`src/rtl/tblink_rpc_cmd_membridge.sv`:
```
// Command-to-bus bridge: decodes toggle-handshaked RPC commands (PING/WRITE32/READ32)
// into single 32-bit bus transactions and returns a status/data response.
module tblink_rpc_cmd_membridge #(
    parameter int CMD_IN_PARAMS_SZ = 8,
    parameter int CMD_IN_RSP_SZ    = 8,
    parameter int TIMEOUT          = 255
) (
    input  logic                          uclock,
    input  logic                          reset,
    input  logic [7:0]                    cmd_in,
    input  logic [7:0]                    cmd_in_sz,
    input  logic [CMD_IN_PARAMS_SZ*8-1:0] cmd_in_params,
    input  logic                          cmd_in_put_i,
    output logic                          cmd_in_get_i,
    output logic [CMD_IN_RSP_SZ*8-1:0]    cmd_in_rsp,
    output logic [7:0]                    cmd_in_rsp_sz,
    output logic                          bus_req,
    output logic                          bus_we,
    output logic [31:0]                   bus_adr,
    output logic [31:0]                   bus_dat_w,
    input  logic [31:0]                   bus_dat_r,
    input  logic                          bus_ack
);

    localparam int PW = CMD_IN_PARAMS_SZ * 8;
    localparam int PL = (PW > 64) ? PW : 64;
    localparam int RW = CMD_IN_RSP_SZ * 8;

    localparam logic [7:0] ST_OK      = 8'h00;
    localparam logic [7:0] ST_BADCMD  = 8'h01;
    localparam logic [7:0] ST_BADSZ   = 8'h02;
    localparam logic [7:0] ST_TIMEOUT = 8'h03;

    typedef enum logic [1:0] {IDLE, EXEC, BUS, RESP} state_t;

    state_t          state, state_next;
    logic [7:0]      cmd_q, sz_q, status_q;
    logic [PL-1:0]   params_q;
    logic [31:0]     rdata_q, wait_cnt;
    logic            is_read_q;

    logic            pending, timeout_hit;
    logic [7:0]      exec_status;
    logic            exec_bus, exec_we;
    logic [RW-1:0]   rsp_next;
    logic [7:0]      rsp_sz_next;

    assign pending     = (cmd_in_put_i != cmd_in_get_i);
    assign timeout_hit = ((wait_cnt + 32'd1) == 32'(TIMEOUT));

    always_comb begin
        exec_status = ST_BADCMD;
        exec_bus    = 1'b0;
        exec_we     = 1'b0;
        case (cmd_q)
            8'h00: exec_status = (sz_q == 8'd0) ? ST_OK : ST_BADSZ;
            8'h01: begin
                if (sz_q == 8'd8) begin
                    exec_status = ST_OK;
                    exec_bus    = 1'b1;
                    exec_we     = 1'b1;
                end else begin
                    exec_status = ST_BADSZ;
                end
            end
            8'h02: begin
                if (sz_q == 8'd4) begin
                    exec_status = ST_OK;
                    exec_bus    = 1'b1;
                end else begin
                    exec_status = ST_BADSZ;
                end
            end
            default: ;
        endcase
    end

    always_comb begin
        rsp_next      = '0;
        rsp_next[7:0] = status_q;
        rsp_sz_next   = 8'd1;
        if (is_read_q && status_q == ST_OK) begin
            rsp_next[39:8] = rdata_q;
            rsp_sz_next    = 8'd5;
        end
    end

    always_comb begin
        state_next = state;
        case (state)
            IDLE: if (pending) state_next = EXEC;
            EXEC: state_next = exec_bus ? BUS : RESP;
            BUS:  if (bus_ack || timeout_hit) state_next = RESP;
            RESP: state_next = IDLE;
            default: state_next = IDLE;
        endcase
    end

    always_ff @(posedge uclock) begin
        if (reset) state <= IDLE;
        else       state <= state_next;
    end

    always_ff @(posedge uclock) begin
        if (reset) begin
            cmd_q         <= '0;
            sz_q          <= '0;
            params_q      <= '0;
            status_q      <= '0;
            rdata_q       <= '0;
            is_read_q     <= 1'b0;
            wait_cnt      <= '0;
            cmd_in_get_i  <= 1'b0;
            cmd_in_rsp    <= '0;
            cmd_in_rsp_sz <= '0;
            bus_req       <= 1'b0;
            bus_we        <= 1'b0;
            bus_adr       <= '0;
            bus_dat_w     <= '0;
        end else begin
            case (state)
                IDLE: begin
                    if (pending) begin
                        cmd_q    <= cmd_in;
                        sz_q     <= cmd_in_sz;
                        params_q <= PL'(cmd_in_params);
                    end
                end
                EXEC: begin
                    status_q  <= exec_status;
                    is_read_q <= exec_bus & ~exec_we;
                    wait_cnt  <= '0;
                    if (exec_bus) begin
                        bus_req   <= 1'b1;
                        bus_we    <= exec_we;
                        bus_adr   <= params_q[31:0];
                        bus_dat_w <= exec_we ? params_q[63:32] : '0;
                    end
                end
                BUS: begin
                    wait_cnt <= wait_cnt + 32'd1;
                    // ack wins over a coincident timeout
                    if (bus_ack) begin
                        bus_req <= 1'b0;
                        bus_we  <= 1'b0;
                        if (is_read_q) rdata_q <= bus_dat_r;
                    end else if (timeout_hit) begin
                        bus_req  <= 1'b0;
                        bus_we   <= 1'b0;
                        status_q <= ST_TIMEOUT;
                    end
                end
                RESP: begin
                    cmd_in_get_i  <= ~cmd_in_get_i;
                    cmd_in_rsp    <= rsp_next;
                    cmd_in_rsp_sz <= rsp_sz_next;
                end
                default: ;
            endcase
        end
    end

endmodule

```
`config.mk`:
```
export PLATFORM = sky130hd
export DESIGN_NAME = tblink_rpc_cmd_membridge
export DESIGN_NICKNAME = d
export VERILOG_FILES = /design/src/rtl/tblink_rpc_cmd_membridge.sv
export SDC_FILE = /design/constraint.sdc
export NUM_CORES = 1
export LEC_CHECK = 0
export ABC_AREA = 1
export BUFFER_PORTS_ARGS = -buffer_cell sky130_fd_sc_hd__clkbuf_2
export CORE_ASPECT_RATIO = 0.7
export CORE_MARGIN = 2
export CORE_UTILIZATION = 53
export DETAILED_ROUTE_END_ITERATION = 10
export MAX_ROUTING_LAYER = met4
export PLACE_DENSITY_LB_ADDON = 0.25
export SYNTH_ARGS = -nofsm -noshare
export SYNTH_HDL_FRONTEND = slang
export SYNTH_SLANG_ARGS = --single-unit
export TNS_END_PERCENT = 5
```
`constraint.sdc`:
```
create_clock -name uclock -period 2.6 [get_ports uclock]
set_clock_uncertainty 0.2 [all_clocks]
set_input_delay 0 -clock uclock [delete_from_list [all_inputs] [get_ports uclock]]
set_output_delay 0 -clock uclock [all_outputs]
set_load 0.03 [all_outputs]
```
Word level (Yosys, flattened, before mapping)
Cells that the tools add are included.
W data, S select, Z words.
- $add $sub $neg: 1
- equality and inequality tests: 15
- mux-type cells: 25
- bitwise logic cells: 3
- reduce and logical (&&, ||, !) cells: 13
- operator list (cell ; count):
    $mux W32 ; 2
    $pmux W32 S2 ; 1
    $add A32 B1 Y32 const B ; 1
    $eq A32 B8 Y1 const B ; 1
    $logic_not A8 Y1 ; 3
    $mux W8 ; 2
    $pmux W8 S2 ; 1
    $mux W2 ; 5
    $ne A2 B2 Y1 const B ; 5
    $reduce_and A3 Y1 ; 3
    $eq A8 B1 Y1 const B ; 1
    $eq A8 B2 Y1 const B ; 1
    $eq A8 B3 Y1 const B ; 1
    $eq A8 B4 Y1 const B ; 1
    $mux W1 ; 8
    $pmux W2 S4 ; 1
    $pmux W1 S2 ; 3
    $pmux W2 S3 ; 1
    $reduce_and A2 Y1 ; 3
    $eq A2 B2 Y1 const B ; 2
    $mux W3 ; 1
    $ne A3 B3 Y1 const B ; 1
    $eq A2 B1 Y1 const B ; 1
    $logic_not A2 Y1 ; 1
    6 further kinds ; 7
- register bits: 270
- input port bits: 116
- output and inout bits: 139
- logic and storage cells: 72

Longest topological paths before layout
Gate-level depths: netlist of the first run.
- depth in word-level cells: 5
- depth in mapped cells: 16
- gate-level depth less buffers: 16

Worst setup path before layout of the first run
OpenSTA, ideal clock, no wires.
- kind: register to register
- start: register wait_cnt[1]
- end: register bus_req
- setup time: 134 ps
- arrival: 1782 ps
- required time: 2266 ps
- path slack: 484 ps
- stages on the path, launching flop included: 17
- buffers on the path: 0
- period minus slack after synthesis: 2116 ps
- cells stage by stage: dfxtp_1 > ha_1 > nand2_2 > nor2_4 > nand2_2 > nor2_4 > nand2_1 > nand2_1 > nand2_1 > nor2_1 > nand2_1 > nor2_2 > nand3_2 > nand3_2 > nand2_1 > nand2_1 > a21oi_1
- cells in the longest elaborated chain, start to end: 4
- RTL lines (item ; line ; source):
    from (decl) ; 39 ; logic [31:0] rdata_q, wait_cnt;
    from (signal assigned) ; 141 ; wait_cnt <= wait_cnt + 32'd1;
    $add A32 B1 Y32 ; 49 ; assign timeout_hit = ((wait_cnt + 32'd1) == 32'(TIMEOUT));
    $eq A32 B8 Y1 ; 49 ;
    $ne A3 B3 Y1 (no source line) ; n/a ;
    $reduce_and A3 Y1 (no source line) ; n/a ;
    to (signal assigned) ; 116 ; bus_req <= 1'b0;
    to (signal assigned) ; 134 ; bus_req <= 1'b1;
    to (signal assigned) ; 144 ; bus_req <= 1'b0;
    to (decl) ; 17 ; output logic bus_req,
Every way passes these cells.
A chain may end at the register's enable or synchronous reset.

Final worst setup path of the first run
- start: register state[0]
- end: register params_q[43]
- cells in the longest elaborated chain, start to end: 2
- RTL lines (item ; line ; source):
    from (decl) ; 36 ; state_t state, state_next;
    from (signal assigned) ; 101 ; else state <= state_next;
    $logic_not A2 Y1 ; 121 ; case (state)
    $reduce_and A2 Y1 (no source line) ; n/a ;
    to (signal assigned) ; 126 ; params_q <= PL'(cmd_in_params);
    to (decl) ; 38 ; logic [PL-1:0] params_q;
Every way passes these cells.

==> impl_summary.md, run 1 <==
Critical path
The type of the setup path with the least slack is flip-flop to flip-flop. The critical register-to-register path startpoint is state[0]. The category of the worst setup path capture point is a flip-flop.

Traced cell by cell, the critical path runs through inv_1 > ha_2 > nand3_4 > buf_12 > buf_4 > o21ai_0 > dlygate4sd3_1 > a21oi_1. Tracing the worst setup path back leads to its startpoint at state[0]. The data arrival time at the worst-slack endpoint is 2.72 ns. Together, buffers and inverters on the worst path number 4. In this design, the largest share of critical-path delay is due to buffers and inverters. The startpoint type of the worst setup path is a flip-flop. The maximum fanout along the worst path is 20. For the worst setup path, the data required time is around 2.8 ns. The slowest cell on the critical path is dlygate4sd3_1. The stage delay of the slowest cell on the critical path is 0.61 ns.

Clock tree
Clock latency on the worst-skew pair, taken at its later pin, is roughly 0.53 ns. In this run the number of H-tree levels came out at 1. The tree is rooted in a clkbuf_16. The CTS tree is done. The longest clock path from root to sink contains 3 buffers. In this run, CTS created clock tree buffers numbering 25. The clock net sink count is approximately 250. The clock slew seen by the registers of the worst setup and hold paths is 0.06 ns.

Floorplan
The row count is 42. The die extent in y is ~120 µm. The die boundary width is 171.6 µm.

The initial utilization of the core area, before any placement, comes to a little over half. The number of placed I/O pins is ~260. The standard cell core area is about 0.019 mm². The die covers 0.02082 mm².

STA
The final-layout setup total negative slack is 0 ns. Derived from the worst setup path, the maximum achievable clock frequency is around 0.40 GHz. After layout, the worst setup slack is between 0.09 and 0.1 ns. The number of hold-slack violations in the final timing report is 0.

The share of the clock period used by the worst path is 96.38%. The total count of max-transition violations in the final report is 0. In this run the tightest slew margin relative to its limit is about half. The number of failing setup endpoints in the final timing report is 0. Setup repair after global routing could not meet its margin everywhere. For the pin with the worst max-slew slack, the measured transition is between 0.7 and 0.8 ns. The routed design could run at a clock period as short as 2.506 ns.

GRT
The total overflow reported by the global router is 0. Entering global routing, the biggest net connects around 140 pins. Global routing consumed, over all layers together, 32.13% of the routing resources. The initial antenna violation count is 1. The via count of the first global-routing pass is around 11000. The first-pass GRT wire length is 52.52 mm.

Synth
In this run, distinct cell masters in the synthesized netlist total 34. The dominant cell by count in the synthesized netlist is nand2_1. After synthesis the netlist holds a flip-flop and latch count of approximately 250. The warning count from the yosys run is 0. The synthesized instance count is between 1000 and 1500. The leading register cell type out of synthesis is dfxtp_1. Sorting the synthesized cells by area gives the leading types as dfxtp_1, a21oi_1, nand2_1. The synthesized design contains 0 enable-type register cells.

By count the netlist is led by nand2_1, dfxtp_1, a21oi_1. In this run the cell area of the synthesized design comes to roughly 0.010 mm². The share of synthesized registers carrying an async set or reset is 0%. The top-area cell type share of the netlist area is between 40 and 50%. For this run, the register share of the synthesized area comes to around 48%.

The cell type contributing the most total cell area after synthesis is dfxtp_1. The average footprint of a synthesized cell is 7.494 µm².

Routing
The total vias in the final route is between 10000 and 15000. The final routed wire length divided by cell count is about 16 µm. For this block, the initial DRC count from the detailed router was 918. The first-pass iteration count of the detailed router is 9. The count of nets left with antenna violations once routing finished came out at 0. Using the TritonRoute via totals, the vias-per-cell ratio works out to approximately 5.3. The wire length after detailed routing is between 30 and 40 mm. The final routed DRC violation total is 0.

Hold path
The min-delay analysis places its worst path in the category input port to flip-flop. In this run the most critical hold path is launched from cmd_in_params[54].

Power and ir drop
The largest voltage drop on the vdd net is 0.6721 mV. The total power draw is about 11000 µW. The ratio of total power to cell area is roughly 740 mW/mm².

The leakage power total is just under 0.006 µW.

Placement
The congestion estimate from routability-driven global placement came to ~0.94. Detailed placement ended at an HPWL of 16.73 mm. The total placed cells including tap cells is around 1800.

Port buffering added 218 buffers. The worst setup timing slack at the placement stage is about 0.22 ns.

Flow run
The tool flagged a number of max-cap violations equal to 0.

Layout
Cells fill between 70% and 80% of the core in the end. In the final layout, the share of cells above drive strength 1 is roughly a fifth. The count of nets after finishing is 1907. Leaving out filler cells and counting taps, the final layout contains roughly 2100. Fill cells in the final layout number ~1300.

From synthesis to final layout, the design area changed by 39.68%.

Run status
The flow ran to the end, and the final reports show no timing, DRC or antenna violations.
[cell usage in the layout, fill, tap and decap left out, types with 3 or more instances in the layout]
cell type      count
nor2_1            86
a21oi_1          219
dfxtp_1          251
nand2_1          288
or2_2             35
clkinv_2           4
nand3_2            5
inv_1            153
nor2_4             7
nand4_1            7
clkbuf_8           5
nor2_2             5
clkbuf_2         217
clkbuf_16         25
nor4_1             6
buf_12             8
nand3b_1          10
ha_1               5
clkbuf_1           6
conb_1            36
xnor2_1            4
a211oi_1          31
xor2_1             3
buf_4             12
o21ai_0          123
nand3_1           20
dlygate4sd3_1    205
nand2_2            5
[worst paths after layout]
path / endpoint / slack, ns / depth (start not counted)
hold reg to reg: rdata_q[4] / 0.24 / 2
setup / recovery: params_q[43] / 0.09 / 8
setup reg to reg: params_q[43] / 0.09 / 8
hold / removal: params_q[54] / 0.12 / 4
[worst register-to-register path, stage by stage (launching register included)]
cell and delay, ns:
dfxtp_1 0.35, inv_1 0.15, ha_2 0.29, nand3_4 0.12, buf_12 0.17, buf_4 0.21
o21ai_0 0.23, dlygate4sd3_1 0.61, a21oi_1 0.05
[power by group]
part / switching, µW / internal, µW
combinational: 1600 / 992
clock: 1540 / 2030
sequential: 239 / 4330
total: 3380 / 7350
[state kept, by name (all words and copies together) (netlist names)]
name,cells
params_q,64
state,2
cmd_in_rsp_sz,2
rdata_q,32
bus_req,1
cmd_q,8
cmd_in_get_i,1
status_q,2
bus_we,1
sz_q,8
bus_dat_w,32
is_read_q,1
cmd_in_rsp,34
bus_adr,32
wait_cnt,32
[through the flow]
step	hold WS [ns]	instance area, µm²
final	0.1207	14560
after global routing	0.1345	14560
after CTS	0.08879	14490
after detailed placement	0.08445	11630
after global placement	0.07550	11630
after floorplan	-0.006741	10560
[metal layers]
layer	global-route usage, %	routed length [µm]
met5	-	0
met4	10.91	1129
met3	6.230	2950
met2	53.44	16000
met1	39.28	13550
[logic make-up (layout without fill, tap and decap cells)]
| family | after synthesis | after routing | synth area share (%) |
|---|---|---|---|
| AND/OR/NAND/NOR | 477 | 478 | 19.88 |
| AO/OA/AOI/OAI | 379 | 379 | 19.09 |
| buffers and inverters | 268 | 642 | 11.17 |
| flip-flops | 252 | 252 | 48.40 |
| adder cells (fa/ha/maj) | 7 | 7 | 0.8402 |
| XOR/XNOR | 7 | 7 | 0.5882 |
| other | 1 | 37 | 0.03598 |
[what timing repair did]
action                                  4_1_cts  5_1_grt
setup buffers                                 0        4
resized for setup                             0        6
endpoints found under the setup margin        0       48
hold buffers                                205        0
endpoints found under the hold margin       224        0
[area by class of cell]
type / instances / area, µm² / area share [%]
Sequential cell: 252 / 5046 / 34.66
Multi-Input combinational cell: 907 / 4404 / 30.25
Timing Repair Buffer: 442 / 3388 / 23.27
Clock buffer: 36 / 716.9 / 4.924
Inverter: 156 / 585.6 / 4.022
Tap cell: 264 / 330.3 / 2.269
Clock inverter: 8 / 86.33 / 0.5929
Antenna cell: 1 / 2.502 / 0.01719
Power figures use the tool's default switching activity.
==> inputs of run 2 (changes only) <==
--- a/config.mk
+++ b/config.mk
@@ -5,12 +5,13 @@
 export SDC_FILE = /design/constraint.sdc
 export NUM_CORES = 1
 export LEC_CHECK = 0
-export ABC_AREA = 1
 export BUFFER_PORTS_ARGS = -buffer_cell sky130_fd_sc_hd__clkbuf_2
 export CORE_ASPECT_RATIO = 0.7
 export CORE_MARGIN = 2
 export CORE_UTILIZATION = 53
+export CTS_CLUSTER_SIZE = 12
 export DETAILED_ROUTE_END_ITERATION = 10
+export HOLD_SLACK_MARGIN = 0.1
 export MAX_ROUTING_LAYER = met4
 export PLACE_DENSITY_LB_ADDON = 0.25
 export SYNTH_ARGS = -nofsm -noshare
==> impl_summary.md, run 2 <==
Synth
The cell type contributing the most total cell area after synthesis is dfxtp_1 (unchanged). The leading register cell type out of synthesis is dfxtp_1 (unchanged). The post-synthesis mux area share is 0.3828% (was 0%).

The number of enable-type register cells in the synthesized netlist is 0 (unchanged). The average footprint of a synthesized cell is 7.882 µm² (was 7.494 µm²). The dominant cell by count in the synthesized netlist is nand2_1 (unchanged).

The adder and majority gate portion of the synthesized area was 0.8374% (was 0.8402%). The count of state elements after synthesis is 252 (unchanged). The top-area cell type share of the netlist area is 48.24% (was 48.40%).

The xor and xnor area share after synthesis came to 0.9212% (was 0.5882%). The share of synthesized registers carrying an async set or reset is 0% (unchanged). List of most frequent post-synthesis cells: nand2_1, dfxtp_1, a21oi_1 (unchanged). The main combinational cell family by area after synthesis is simple AND/OR/NAND/NOR gates (unchanged).

The post-synthesis sequential area ratio is 48.24% (was 48.40%). The synthesized instance count is 1327 (was 1391). The share of synthesized cell area in and, or, nand and nor gates is 25.35% (was 19.88%).

The number of distinct library cell variants in the gate-level netlist after synthesis is 60 (was 34). The area fraction in compound gates after synthesis is 16.82% (was 19.09%). The warning count from the yosys run is 0 (unchanged). The cell area after synthesis was 0.01046 mm² (was 0.01042 mm²).

Area contributors post-synth: dfxtp_1, nand2_1, a21oi_1 (was dfxtp_1, a21oi_1, nand2_1).

Placement
The area of placed instances is 0.01230 mm² (was 0.01163 mm²). The count of input and output buffers is 218 (unchanged). The routability-driven placement congestion ratio was 0.9022 (was 0.9370). The HPWL after detailed placement was 18.91 mm (was 16.73 mm).

The total placed cells including tap cells came to 1828 (was 1811).

Clock tree
The level count of the clock H-tree is 1 (unchanged). The maximum buffer depth of the clock tree is 3 (unchanged). The clock net sink count is 252 (unchanged). The number of CTS-inserted buffers is 25 (unchanged). The clock root buffer is clkbuf_16 (unchanged).

GRT
The total overflow reported by the global router is 19. The initial antenna violation count was 7. In the global route stage, overall resource usage came out at between 70% and 80%.

Entering global routing, the biggest net connects slightly above 80 pins.

Floorplan
The row count is 42 (unchanged). The die extent in y came to 121.5 µm (was 121.3 µm). The die boundary width is 171.9 µm (was 171.6 µm). The number of placed I/O pins is 255 (unchanged). The initial core utilization is 54.68% (was 54.64%).

Run status
The tool reported: "[ERROR GRT-0232] Routing congestion too high. Check the congestion heatmap in the GUI". Outcome: aborted with a tool error (was complete, no violations). The flow stopped in 5_1_grt.

STA
After global-route timing repair, the worst endpoint was bus_we$_SDFFE_PP0P_/D. The type of the worst endpoint after the last repair is a register data pin.
## run 2: repair_timing
action                                 CTS
endpoints found under the hold margin  251
gates resized for setup                 24
buffers inserted                         6
hold buffers                           340
setup endpoints to repair                8
pin swaps                               10
## run 2: routing by layer
layer,overflow,track usage (%)
met5,-,-
met3,0,66.28
met1,0,75.05
met4,8,73.74
met2,11,87.93
## run 2: cells by family after synthesis
family	count (synthesis)
compound gates	295
mux	4
other cells	1
buf+inv	147
fa+ha+maj	7
simple gates	610
xor+xnor	11
flops	252
## run 2: stage by stage
stage | setup TNS [ns] | setup slack [ns]
2_1_floorplan | -2.448 | -0.4887
3_3_place_gp | -3.148 | -0.5473
3_5_place_dp | -3.379 | -0.6205
4_1_cts | -2.053 | -0.3928
==> inputs of run 3 (changes only) <==
==> config.mk (replaced) <==
export PLATFORM = sky130hd
export DESIGN_NAME = tblink_rpc_cmd_membridge
export DESIGN_NICKNAME = d
export VERILOG_FILES = /design/src/rtl/tblink_rpc_cmd_membridge.sv
export SDC_FILE = /design/constraint.sdc
export NUM_CORES = 1
export LEC_CHECK = 0
export BUFFER_PORTS_ARGS = -buffer_cell sky130_fd_sc_hd__clkbuf_2
export CORE_MARGIN = 2
export CORE_UTILIZATION = 40
export DETAILED_ROUTE_END_ITERATION = 10
export PLACE_DENSITY_LB_ADDON = 0.15
export SYNTH_ARGS = -nofsm -noshare
export SYNTH_HDL_FRONTEND = slang
export SYNTH_SLANG_ARGS = --single-unit
export TNS_END_PERCENT = 5
==> impl_summary.md, run 3 <==
Critical path
The data arrival time at the worst-slack endpoint is 3.44 ns. The largest delay contributor family on the critical path is simple AND/OR/NAND/NOR gates. Counting both buffers and inverters, the worst setup path holds a total of 2.

In this design, the stage delay of the slowest critical-path cell is slightly above 0.6 ns. In this run the worst path has a maximum fanout of 7. The category of the worst setup path capture point is a flip-flop. The worst setup path is launched from a flip-flop. The largest individual stage delay along the critical path comes from the cell or4_4. Traced cell by cell, the critical path runs through buf_6 > nand4_4 > or4_4 > o31ai_4 > o211ai_1 > or4b_4 > o41ai_4 > buf_4 > mux2i_1 > a32o_1. The type of the setup path with the least slack is flip-flop to flip-flop. The data required time at the worst endpoint is around 2.8 ns.

Synth
The top-area cell type share of the netlist area is 48.24% (unchanged). The synthesized instance count is 1327 (unchanged). The cell type contributing the most total cell area after synthesis is dfxtp_1 (unchanged).

The average footprint of a synthesized cell is 7.882 µm² (unchanged). The count of state elements after synthesis was 252 (unchanged). The share of synthesized registers carrying an async set or reset is 0% (unchanged). The leading register cell type out of synthesis is dfxtp_1 (unchanged).

The number of enable-type register cells in the synthesized netlist is 0 (unchanged). The warning count from the yosys run is 0 (unchanged). The number of distinct library cell variants in the gate-level netlist after synthesis is 60 (unchanged). The post-synthesis sequential area ratio came to 48.24% (unchanged).

The dominant cell by count in the synthesized netlist is nand2_1 (unchanged). Area contributors post-synth: dfxtp_1, nand2_1, a21oi_1 (unchanged). The cell area after synthesis is 0.01046 mm² (unchanged). List of most frequent post-synthesis cells: nand2_1, dfxtp_1, a21oi_1 (unchanged).

STA
The headroom to the max-slew limit is between 60% and 70%. The number of hold-slack violations in the final timing report is 0. For the pin with the worst max-slew slack, the measured transition is 0.5745 ns. In the post-route analysis, the smallest setup slack over all paths is -0.6048 ns. In the final timing run, aggregate negative setup slack is -3.170 ns.

Subtracting the final worst setup slack from the clock period gives ~3.2 ns. For this run, the top clock speed supported by timing is 0.3120 GHz. Setup violations remaining at the end of the flow were counted as 6. Setup repair after global routing could not meet its margin everywhere.

In the finished design, the share of the clock period the worst path needs comes to 123.3%. The total count of max-transition violations in the final report is 0.

Routing
The final routed wire length divided by cell count is 14.63 µm. Before antenna repair, the detailed router went through 5 iterations. Summed over all layers, the routed wires come to 31.92 mm. In this run, the number of DRC markers left after iteration 0 of detailed routing was 586.

The total vias in the final route is between 10000 and 15000. In this run the remaining antenna-violating nets after routing total 0. After detailed routing, the number of vias per cell comes to 5.013. In the routed design, unresolved DRC markers number 0.

Power and ir drop
The power share of the combinational group is between 20% and 30%. Summed over all nets, the switching power comes to approximately 3500 µW. The ratio of total power to cell area is 723.4 mW/mm².

Net switching is between 30% and 40% of the power. In this run the static leakage power is between 0.006 and 0.007 µW. The portion of total power attributed to sequential cells is 38.2%.

The worst-case IR drop observed on VDD is about 0.66 mV. The clock network burns about 37% of the power. The internal power summed over all cells is between 7000 and 8000 µW.

Placement
The count of input and output buffers is 218 (unchanged). The routability-driven placement congestion ratio is 0.8433 (was 0.9022). The total placed cells including tap cells was 1898 (was 1828). The HPWL after detailed placement is 18.96 mm (was 18.91 mm).

GRT
The initial antenna violation count is 0. The first global-routing pass estimated between 50 and 60 mm of wire. The overall routing resource usage is between 20% and 30%. The via count of the first global-routing pass is between 10000 and 15000.

Entering global routing, the biggest net connects 81 pins. The total overflow reported by the global router is 0.

Layout
The number of fillers in the final layout is 2291. The largest registers in the layout are params_q: 64 flops, cmd_in_rsp: 34 flops. The register with the most flip-flops in the layout has 64 of them. In the final layout, the multi-input gates occupy about 0.0049 mm².

The fraction of layout cells with a size suffix above 1 is about a quarter. The number of antenna diodes in the final layout is 0. The sequential cell area is approximately 0.0051 mm². The largest register by flop count is params_q. The post-synthesis to final-layout area growth is 51.49%. The number of non-filler instances in the completed layout is 2182. The count of nets after finishing is around 2000. Once layout is complete, the utilization of the core stands at approximately three fifths.

In the layout the commonest cells are nand2_1, dfxtp_1, dlygate4sd3_1, clkbuf_2, a21oi_1. The most common cell after layout, fill and taps aside is nand2_1.

Floorplan
The number of placed I/O pins was 255 (unchanged). The die boundary width was 165.7 µm (was 171.9 µm). The row count is 59 (was 42). After floorplanning, the core was sized to cover around 0.026 mm². The die extent in y is 165.7 µm (was 121.5 µm). The initial core utilization is 40.48% (was 54.68%). The die covers between 0.02 and 0.03 mm².

Clock tree
The clock net sink count was 252 (unchanged). The clock slew seen by the registers of the worst setup and hold paths is 0.06 ns. The clock root buffer is clkbuf_16 (unchanged). TritonCTS built the clock tree. The number of CTS-inserted buffers was 28 (was 25).

The maximum buffer depth of the clock tree is 3 (unchanged). The clock latency at the later pin of the worst-skew pair is between 0.5 and 0.6 ns. The level count of the clock H-tree is 1 (unchanged).

Run status
The final reports fail on setup timing. Outcome: finished, violations left (was aborted with a tool error).

Hold path
In this run the worst hold path is classified as input port to flip-flop.

Flow run
The tool flagged a number of max-cap violations equal to 0.
-- run 3: cell counts after synthesis --
Identical to the previous run, type by type.
-- run 3: path summary, 6_finish.rpt --
check,from,to,slack (ns),cells past startpoint
max reg2reg,wait_cnt[0],bus_we,-0.60,10
max,wait_cnt[0],bus_we,-0.60,10
min,cmd_in_params[22],params_q[22],0.04,4
min reg2reg,bus_adr[13],bus_adr[13],0.25,2
-- run 3: metrics by stage --
step	setup WS, ns	instance area [µm²]	total power, µW	hold slack (ns)
after floorplan	-0.4887	10630	6048	-0.06404
after global placement	-0.5527	12400	6713	0.02324
after detailed placement	-0.6116	12400	6738	0.02801
after CTS	-0.6189	15770	11480	0.004145
after global routing	-0.7229	15840	12070	0.03725
final	-0.6048	15840	11460	0.03606
-- run 3: worst reg2reg max path: cells and delay by family, from the launching register on --
kind	cells	cell delay (ns)
mux	1	0.07
simple gates	3	1.27
compound gates	4	0.94
flops	1	0.35
buf+inv	2	0.27
-- run 3: layout make-up --
class / count / share of cell area, %
multi-input combinational: 963 / 30.96
sequential: 252 / 31.98
inverter: 15 / 0.3554
clock buffer: 38 / 4.975
tap: 335 / 2.646
clock inverter: 14 / 1.421
timing repair buffer: 565 / 27.66
-- run 3: kinds of logic after synthesis --
group	count (synthesis)	share of synthesized area, %
XOR/XNOR	11	0.9211
other	1	0.03586
multiplexers	4	0.3828
AO/OA/AOI/OAI	295	16.82
flip-flops	252	48.24
AND/OR/NAND/NOR	610	25.35
adder cells (fa/ha/maj)	7	0.8374
buffers and inverters	147	7.417
-- run 3: metal layers --
| metal | track usage (%) | vias to the layer above | wire [µm] | share of wire, % |
|---|---|---|---|---|
| li1 | - | 5426 | - | - |
| met1 | 27.65 | 5153 | 13780 | 43 |
| met2 | 39.83 | 295 | 15430 | 48 |
| met3 | 4.612 | 64 | 1760 | 5.5 |
| met4 | 7.183 | 0 | 950 | 3.0 |
| met5 | 0 | - | 0 | 0 |
-- run 3: repair_timing --
item                                    in CTS  in global routing
resized for setup                           12                 15
hold endpoints to repair                   244                  0
pin swaps                                   12                 10
endpoints found under the setup margin       7                 24
hold buffers                               226                  0
setup buffers                                5                  1
-- run 3: power groups by stage --
stage	combinational (µW)	sequential, µW	clock [µW]
floorplan	1610	4440	0
global placement	2260	4450	0
detailed placement	2280	4460	0
CTS	2780	4370	4330
global route	3150	4420	4490
finish	2830	4380	4250
==> inputs of run 4 (changes only) <==
--- a/config.mk
+++ b/config.mk
@@ -6,6 +6,7 @@
 export NUM_CORES = 1
 export LEC_CHECK = 0
 export BUFFER_PORTS_ARGS = -buffer_cell sky130_fd_sc_hd__clkbuf_2
+export CORE_ASPECT_RATIO = 1.75
 export CORE_MARGIN = 2
 export CORE_UTILIZATION = 40
 export DETAILED_ROUTE_END_ITERATION = 10
==> impl_summary.md, run 4 (synthesis gave the netlist of run 3 again) <==
Run status
Outcome: finished, violations left (unchanged). Violations in the final reports: setup timing (unchanged).

Clock tree
The CTS tree is done (unchanged). The clock latency at the later pin of the worst-skew pair is 0.54 ns (was 0.55 ns). The number of CTS-inserted buffers is 25 (was 28).

The clock net sink count is 252 (unchanged). The clock slew seen by the registers of the worst setup and hold paths is 0.06 ns (about the same). The maximum buffer depth of the clock tree is 3 (unchanged). The level count of the clock H-tree is 1 (unchanged). The clock root buffer is clkbuf_16 (unchanged).

Critical path
The most frequent cell on the critical path is or4_4. The flop-to-flop setup slack is -0.39 ns (was -0.60 ns). The maximum fanout along the worst path came to 4 (was 7).

The data required time at the worst endpoint is 2.80 ns (was 2.83 ns). The data arrival time at the worst-slack endpoint was 3.19 ns (was 3.44 ns). The type of the setup path with the least slack is flip-flop to flip-flop (unchanged). The category of the worst setup path capture point is a flip-flop (unchanged). The worst setup path endpoint is state[1] (was bus_we). The startpoint type of the worst setup path is a flip-flop (unchanged).

The stage delay of the slowest cell on the critical path is 0.57 ns (was 0.62 ns). The endpoint of the most critical register-to-register path is state[1] (was bus_we). The start point of the critical path is wait_cnt[12] (was wait_cnt[0]).

The critical register-to-register path startpoint is wait_cnt[12] (was wait_cnt[0]). CP Cell Sequence: nand4_1 > or4_4 > or4_4 > xor2_4 > nand4b_1 > or4b_4 > nand3_1 > a21oi_1 (was buf_6 > nand4_4 > or4_4 > o31ai_4 > o211ai_1 > or4b_4 > o41ai_4 > buf_4 > mux2i_1 > a32o_1). The cell count of the worst reg-to-reg path is 8 (was 10). The slowest cell on the critical path is or4_4 (unchanged).

Placement
The count of input and output buffers is 218 (unchanged). The routability-driven placement congestion ratio is 0.9182 (was 0.8433). The HPWL after detailed placement is 20.90 mm (was 18.96 mm).

Floorplan
The standard cell core area was 0.02586 mm² (was 0.02584 mm²). The die boundary width is 126.2 µm (was 165.7 µm). The die extent in y is 217.9 µm (was 165.7 µm). The initial core utilization was 40.44% (was 40.48%).

The number of placed I/O pins is 255 (unchanged). The floorplan die area is 0.02751 mm² (was 0.02746 mm²). The row count is 78 (was 59).

Layout
Highest-count cells in the layout ignoring fill and taps: nand2_1, dfxtp_1, clkbuf_2, dlygate4sd3_1, a21oi_1 (was nand2_1, dfxtp_1, dlygate4sd3_1, clkbuf_2, a21oi_1). The fraction of layout cells with a size suffix above 1 is 23.86% (was 23.50%). The count of nets after finishing is 1932 (was 1948). The number of inserted diodes is 0 (unchanged). The final core utilization is 60.18% (was 61.32%).

The largest register by flop count is params_q (unchanged). The post-synthesis to final-layout area growth is 48.81% (was 51.49%). The number of flip-flops in the largest register is 64 (unchanged). Largest regs: params_q: 64 flops, cmd_in_rsp: 34 flops (unchanged). The most common cell after layout, fill and taps aside is nand2_1 (unchanged).

STA
Setup repair after global routing missed its margin: true (unchanged). The number of failing setup endpoints in the final timing report came to 6 (unchanged). The number of hold-slack violations in the final timing report is 0 (unchanged). The total count of max-transition violations in the final report is 0 (unchanged). The slew of the pin with the lowest slew margin is 0.5505 ns (was 0.5745 ns).

The worst hold slack after final layout is 0.04214 ns (was 0.03606 ns). The maximum clock rate is 0.3342 GHz (was 0.3120 GHz). The post-route minimum period came to 2.992 ns (was 3.205 ns).

The headroom to the max-slew limit is 63.30% (was 61.70%). The setup slack after layout is -0.3923 ns (was -0.6048 ns). The share of the clock period used by the worst path is 115.1% (was 123.3%).

GRT
The first-pass GRT wire length came to 52.43 mm (was 53.32 mm). The routing usage on met1 is 24.03% (was 27.65%). The pin count of the biggest net entering global routing is 81 (unchanged). The most heavily used metal layer in global routing is met2 (unchanged). The routing usage on met2 came to 43.10% (was 39.83%).

The fraction of met3 tracks used by global routing is 4.367% (was 4.612%). The total overflow reported by the global router is 0 (unchanged). The overall routing resource usage is 22.94% (was 22.60%).

The initial antenna violation count came to 0 (unchanged). The via count of the first global-routing pass came to 10820 (was 11070).

Power and ir drop
The switching power share of the total was 30.91% (was 30.44%). The net switching power figure is 3419 µW (was 3489 µW). The ratio of total power to cell area was 710.9 mW/mm² (was 723.4 mW/mm²). The largest voltage drop on the vdd net is 0.5711 mV (was 0.6556 mV). The internal power summed over all cells was 7644 µW (was 7973 µW). The part of the total power dissipated in the clock network was 34.2% (was 37.1%). The portion of total power attributed to sequential cells is 39.6% (was 38.2%).

The leakage power total is 0.006366 µW (was 0.006629 µW). The power share of the combinational group is 26.1% (was 24.7%).

Routing
The detailed-route vias per instance is 5.143 (was 5.013). The final routed DRC violation total is 0 (unchanged). The final routed wire length divided by cell count is 15.33 µm (was 14.63 µm). The remaining number of nets flagged by the antenna check after routing was 0 (unchanged). The wire length after detailed routing was 32.85 mm (was 31.92 mm). The first-pass iteration count of the detailed router is 5 (unchanged). The total vias in the final route was 11020 (was 10940). The detailed router's first-iteration violation count is 563 (was 586).

Flow run
The count of maximum capacitance violations came to 0 (unchanged).

Hold path
The type of the worst min-delay path is input port to flip-flop (unchanged).
[run 4: cell types whose count changed in the layout (fill, tap and decap cells not counted), sizes merged]
cell	previous run	this run
bufinv	5	3
clkbuf	255	251
buf	122	124
inv	14	16
clkinvlp	2	1
clkinv	8	2
dlygate4sd3	226	211
[run 4: metrics by stage]
step | worst slack (ns) | instances | TNS [ns] | instance area (µm²) | total power [µW]
finish | -0.3923 | 2143 | -2.154 | 15560 | 11060
CTS | -0.4148 | 2140 | -2.269 | 15500 | 11140
floorplan | -0.4887 | 1362 | -2.448 | 10630 | 6048
global placement | -0.5858 | 1883 | -3.192 | 12410 | 6813
global route | -0.4992 | 2143 | -2.790 | 15560 | 11660
detailed placement | -0.6050 | 1883 | -3.365 | 12410 | 6847
[run 4: worst max-delay path, delay by kind of cell (launching register included)]
| kind | cells | cell delay, ns |
|---|---|---|
| XOR/XNOR | 1 | 0.19 |
| AND/OR/NAND/NOR | 6 | 2.08 |
| flip-flops | 1 | 0.33 |
| AO/OA/AOI/OAI | 1 | 0.06 |
[run 4: how the worst min path moves through the flow]
stage / startpoint / endpoint / slack [ns] / cells after the start
finish: cmd_in_params[59] / params_q[59] / 0.04 / 4
global route: cmd_in_params[59] / params_q[59] / 0.03 / 4
CTS: cmd_in_params[59] / params_q[59] / 0.02 / 4
detailed placement: bus_dat_r[24] / rdata_q[24] / 0.03 / 3
global placement: cmd_in_params[54] / params_q[54] / 0.02 / 3
floorplan: cmd_in[2] / cmd_q[2] / -0.06 / 2
[run 4: what timing repair did]
item	4_1_cts	5_1_grt
hold endpoints to repair	244	0
pin swaps	15	3
gates resized for setup	21	9
buffers inserted	5	3
setup endpoints to repair	6	23
hold buffers	211	0
[run 4: routing by layer]
| layer | vias to the layer above | part of all wire (%) |
|---|---|---|
| met4 | 0 | 4.7 |
| li1 | 5384 | - |
| met3 | 107 | 5.4 |
| met2 | 340 | 54 |
| met1 | 5191 | 36 |
| met5 | - | 0 |
[run 4: area by class of cell]
type / instances / area [µm²]
Tap cell: 320 / 400.4
Timing Repair Buffer: 552 / 4269
Clock buffer: 34 / 729.5
Sequential cell: 252 / 5061
Fill cell: 2311 / 10300
Inverter: 15 / 56.30
Multi-Input combinational cell: 963 / 4923
Clock inverter: 7 / 123.9
[run 4: power groups by stage]
stage,Combinational (µW),Sequential (µW),Clock [µW]
global placement,2360,4450,0
CTS,2860,4380,3900
detailed placement,2380,4460,0
global route,3190,4420,4040
floorplan,1610,4440,0
finish,2890,4390,3790
